--- src/rtl/tinker_fetch_queue.sv ---
// rtl/tinker_fetch_queue.sv - Tinker prefetch unit: in-order imem requests, PC-tagged queue, redirect flush
// Optional TINKER_FETCH_PERF_EN adds perf_fetched/perf_dropped counters.
module tinker_fetch_queue #(
    parameter int unsigned DEPTH    = 4,
    parameter logic [31:0] PC_RESET = 32'h2000
) (
    input  logic                     clk,
    input  logic                     reset,
    output logic                     imem_req_valid,
    input  logic                     imem_req_ready,
    output logic [31:0]              imem_req_addr,
    input  logic                     imem_rsp_valid,
    input  logic [31:0]              imem_rsp_data,
    input  logic                     redirect_valid,
    input  logic [31:0]              redirect_pc,
    output logic                     out_valid,
    input  logic                     out_ready,
    output logic [31:0]              out_inst,
    output logic [31:0]              out_pc,
    output logic [$clog2(DEPTH):0]   occupancy
`ifdef TINKER_FETCH_PERF_EN
    ,
    output logic [31:0]              perf_fetched,
    output logic [31:0]              perf_dropped
`endif
);
    localparam int AW = $clog2(DEPTH);
    localparam logic [AW+1:0] DEPTH_W = (AW+2)'(DEPTH);
    localparam logic [AW:0]   CNT_ONE = (AW+1)'(1);
    localparam logic [4:0]    OP_HALT = 5'h0F;

    logic [31:0]   fetch_pc;
    logic [31:0]   rsp_pc;
    logic [AW:0]   count;
    logic [AW:0]   inflight;
    logic [AW:0]   drop;
    logic          halted;
    logic [AW-1:0] rd_ptr;
    logic [AW-1:0] wr_ptr;
    logic [31:0]   inst_mem [DEPTH];
    logic [31:0]   pc_mem   [DEPTH];

    logic          req_fire;
    logic          push;
    logic          pop;
    logic          drop_rsp;
    logic [AW+1:0] credit_used;
    logic [AW:0]   inflight_next;

    // Queued entries plus outstanding requests may never exceed DEPTH, so a push always has room.
    assign credit_used    = {1'b0, count} + {1'b0, inflight};
    assign imem_req_valid = reset && !halted && !redirect_valid && (credit_used < DEPTH_W);
    assign imem_req_addr  = fetch_pc;
    assign req_fire       = imem_req_valid && imem_req_ready;

    assign push     = imem_rsp_valid && (drop == '0) && !redirect_valid;
    assign drop_rsp = imem_rsp_valid && !push;

    assign out_valid = (count != '0);
    assign pop       = out_valid && out_ready && !redirect_valid;
    assign out_inst  = out_valid ? inst_mem[rd_ptr] : 32'h0;
    assign out_pc    = out_valid ? pc_mem[rd_ptr]   : 32'h0;
    assign occupancy = count;

    assign inflight_next = inflight + {{AW{1'b0}}, req_fire} - {{AW{1'b0}}, imem_rsp_valid};

    always_ff @(posedge clk or negedge reset) begin
        if (!reset) begin
            fetch_pc <= PC_RESET;
            rsp_pc   <= PC_RESET;
            count    <= '0;
            inflight <= '0;
            drop     <= '0;
            halted   <= 1'b0;
            rd_ptr   <= '0;
            wr_ptr   <= '0;
        end else begin
            inflight <= inflight_next;
            if (redirect_valid) begin
                count    <= '0;
                rd_ptr   <= '0;
                wr_ptr   <= '0;
                fetch_pc <= redirect_pc;
                rsp_pc   <= redirect_pc;
                halted   <= 1'b0;
                // Everything still outstanding after this cycle belongs to the old stream.
                drop     <= inflight_next;
            end else begin
                if (req_fire) begin
                    fetch_pc <= fetch_pc + 32'd4;
                end
                if (drop_rsp) begin
                    drop <= drop - CNT_ONE;
                end
                if (push) begin
                    wr_ptr <= wr_ptr + 1'b1;
                    rsp_pc <= rsp_pc + 32'd4;
                    if (imem_rsp_data[31:27] == OP_HALT) begin
                        halted <= 1'b1;
                    end
                end
                if (pop) begin
                    rd_ptr <= rd_ptr + 1'b1;
                end
                count <= count + {{AW{1'b0}}, push} - {{AW{1'b0}}, pop};
            end
        end
    end

    always_ff @(posedge clk) begin
        if (push) begin
            inst_mem[wr_ptr] <= imem_rsp_data;
            pc_mem[wr_ptr]   <= rsp_pc;
        end
    end

`ifdef TINKER_FETCH_PERF_EN
    always_ff @(posedge clk or negedge reset) begin
        if (!reset) begin
            perf_fetched <= 32'h0;
            perf_dropped <= 32'h0;
        end else begin
            if (push) begin
                perf_fetched <= perf_fetched + 32'd1;
            end
            if (drop_rsp) begin
                perf_dropped <= perf_dropped + 32'd1;
            end
        end
    end
`endif

endmodule

--- config.mk ---
export PLATFORM = sky130hd
export DESIGN_NAME = tinker_fetch_queue
export DESIGN_NICKNAME = d
export VERILOG_FILES = /design/src/rtl/tinker_fetch_queue.sv
export SDC_FILE = /design/constraint.sdc
export NUM_CORES = 1
export LEC_CHECK = 0
export CELL_PAD_IN_SITES_DETAIL_PLACEMENT = 0
export CELL_PAD_IN_SITES_GLOBAL_PLACEMENT = 1
export CORE_MARGIN = 4
export CORE_UTILIZATION = 50
export CTS_BUF_LIST = sky130_fd_sc_hd__clkbuf_4 sky130_fd_sc_hd__clkbuf_8
export CTS_CLUSTER_DIAMETER = 200
export DETAILED_ROUTE_END_ITERATION = 16
export PLACE_DENSITY_LB_ADDON = 0.1
export RECOVER_POWER = 25
export SYNTH_ARGS = -nofsm -noshare
export SYNTH_HDL_FRONTEND = slang
export SYNTH_SLANG_ARGS = --single-unit
export TNS_END_PERCENT = 5
--- constraint.sdc ---
create_clock -name clk -period 5.93 [get_ports clk]
set_input_delay 0.8895 -clock clk [delete_from_list [all_inputs] [get_ports clk]]
set_output_delay 0.8895 -clock clk [all_outputs]
set_load 0.01 [all_outputs]
==> out/qor.yml <==
finish:
  num-nets-final: 1153
  drive_gt1_share_pct: 16.4
  syn_to_final_growth_pct: 22.1
  final_util_pct: 62.7
  final_cell_mix: "256 x edfxtp_1, 155 x clkdlybuf4s50_1, 74 x dfrtp_1"
  insertedDiodeCount: 0
  final_common_cell: "edfxtp_1"
  layout.cells.non_filler: 1474
drt:
  wire_per_inst_um: 20.6
  first_iter_violations: 570
  ant_nets: 0
  wl_um: 30400
  dr.pass1.iters: 5
  drc_errors: 0
  routed_via_density: 5.47
  vias: 8065
critical_path:
  critPathMaxFanout: 34
  critical_path_class: "reg -> out"
  cp_data_arrival_time_ns: 3.17
  endpoint_kind: "primary output"
  start_kind: "flop"
  cp.required_ns: 5.04
timing:
  skew_ns: 0.0148
  min_period_ns: 4.06
  worstMarginPinSlew_ns: 1.11
  min_period_over_period_pct: 68.5
  layout_setup_ws_ns: 1.87
  fin_setup_tns_ns: 0
  maxSlewHeadroom_pct: 26.0
  rsz0062_at_grt: "no"
  setup_viol_count_final: 0
  max_freq_mhz: 246
  drv_slew: 0
  hold_ws_ns: 0.496
  hold_viol: 0
global_routing:
  antenna_found_initial: 0
  grt_usage_pct: 19.7
  first_global_vias: 8287
  globalRouteOverflowTotal: 0
  grt_pass1_wl_um: 47600
  grt_max_degree: 68
placement:
  gp_congestion: 0.834
  place_ws_ns: 2.09
  placedCellCount: 1385
  hpwl_um: 19300
  port_buffers: 170
synth:
  avgSynthCellArea_um2: 16.0
  ys_seq_area_share_pct: 68.9
  ys_seq_elements: 334
  post_synth_num_cell_types: 52
  async_flop_share_pct: 23.4
  yosys_warnings: 0
  ys_dominant_reg_cell: "edfxtp_1"
  synth_area_mm2: 0.0140
  syn_inst: 877
  synth_edf_count: 256
  syn-num-nets: 963
power_and_ir_drop:
  pwr-share-comb_pct: 27.6
  intPower_uw: 4780
  switchingPower_uw: 1870
  clock_power_share_pct: 28.9
  seqPwrFrac_pct: 43.5
  leakage_uw: 0.00583
  switching_share_pct: 28.1
  ir_worst_vdd_v: 0.000178
  cellPowerDensity_mw_per_mm2: 390
clock_network:
  cts_tree: "yes"
  cts_buffers: 52
  postCtsResizedCells: 0
  root_buffer: "clkbuf_8"
  clkSinkCount: 334
  clk_latency_ns: 0.57
  cts_buffer_depth: 3
  cts_setup_buffers: 0
  cts_max_level: 2
  hold_buffers: 0
  clk_pin_slew_ns: 0.06
flow_run:
  cap_viol_max_count: 0
floorplanning:
  ios: 171
  initial_core_util_pct: 51.4
  die_w_um: 175
  fp.dieH_um: 175
  fp-row-count: 60
  core_area_mm2: 0.0273
  die_area_mm2: 0.0307
run_status:
  outcome: "finished, final reports clean"
min_path:
  min_path_type: "in -> async"
## state kept, by name, summed over array words and instances (netlist names), 2 cells and up
register       flops
occupancy          3
inst_mem         128
drop               3
imem_req_addr     32
wr_ptr             2
rd_ptr             2
pc_mem           128
inflight           3
rsp_pc            32
## worst paths after layout
check	start	end	slack, ns	depth (start not counted)
setup / recovery	rd_ptr[1]	out_pc[27]	1.87	4
hold / removal	reset	imem_req_addr[26]	0.50	1
setup reg to reg	occupancy[2]	drop[2]	2.63	11
hold reg to reg	rsp_pc[0]	pc_mem[1][0]	0.53	0
max in group asynchronous	reset	rd_ptr[0]	3.95	2
min in group clk	rsp_pc[0]	pc_mem[1][0]	0.53	0
## through the flow
| step | total power, uW | instance area [um^2] |
|---|---|---|
| floorplan | 3880 | 14000 |
| global placement | 4800 | 16100 |
| detailed placement | 4820 | 16100 |
| CTS | 6750 | 17100 |
| global route | 7000 | 17100 |
| finish | 6660 | 17100 |
## power groups by stage
| stage | clock [uW] | sequential (uW) | combinational, uW |
|---|---|---|---|
| 2_1_floorplan | 0 | 2840 | 1040 |
| 3_3_place_gp | 0 | 2940 | 1860 |
| 3_5_place_dp | 0 | 2940 | 1870 |
| 4_1_cts | 1970 | 2900 | 1880 |
| 5_1_grt | 2080 | 2930 | 1990 |
| 6_report | 1920 | 2900 | 1840 |
## metal layers
metal  track usage [%]  vias to the layer above  part of all wire [%]
li1                  -                     3740                     -
met1              29.2                     4048                    47
met2              30.9                      232                    46
met3              3.81                       45                   5.1
met4              4.68                        0                   1.7
met5                 0                        -                     0
## worst max-delay path, cell delays in order, from the launching register on
cell	delay [ns]
dfrtp_2	0.91
buf_4	0.58
mux4_2	0.39
and2_1	0.19
clkdlybuf4s50_1	0.49
## final cells by class
class                           instances  area [um^2]
Sequential cell                       334         9650
Tap cell                              372          465
Inverter                               25         93.8
Clock buffer                           70          870
Timing Repair Buffer                  176         1740
Fill cell                            1997        10200
Multi-Input combinational cell        478         4110
Clock inverter                         19          166
## cell families (layout without fill, tap and decap cells)
kind of cell | count (synthesis) | after routing | share of synthesized area (%)
flops | 334 | 334 | 68.9
simple gates | 268 | 268 | 10.5
compound gates | 78 | 78 | 3.46
mux | 74 | 74 | 11.1
buf+inv | 65 | 290 | 1.85
xor+xnor | 42 | 42 | 2.63
fa+ha+maj | 16 | 16 | 1.54
## cell usage after synthesis, types with 8 or more instances
cell | n | share of area [%]
edfxtp_1 | 256 | 55
dfrtp_1 | 76 | 14
and2_1 | 72 | 3.2
nand2_1 | 68 | 1.8
mux4_2 | 64 | 10
o21ai_0 | 40 | 1.4
clkbuf_1 | 29 | 0.78
nand3_1 | 27 | 0.97
nand4_1 | 26 | 1.2
xor2_1 | 26 | 1.6
nor2_1 | 24 | 0.64
inv_1 | 23 | 0.62
xnor2_1 | 16 | 1.0
ha_1 | 14 | 1.3
and3_1 | 10 | 0.45
o311ai_0 | 10 | 0.63
mux2_2 | 9 | 0.72
nor3_1 | 9 | 0.32
o211ai_1 | 8 | 0.43
No activity file was read; power rests on OpenSTA's default activity.
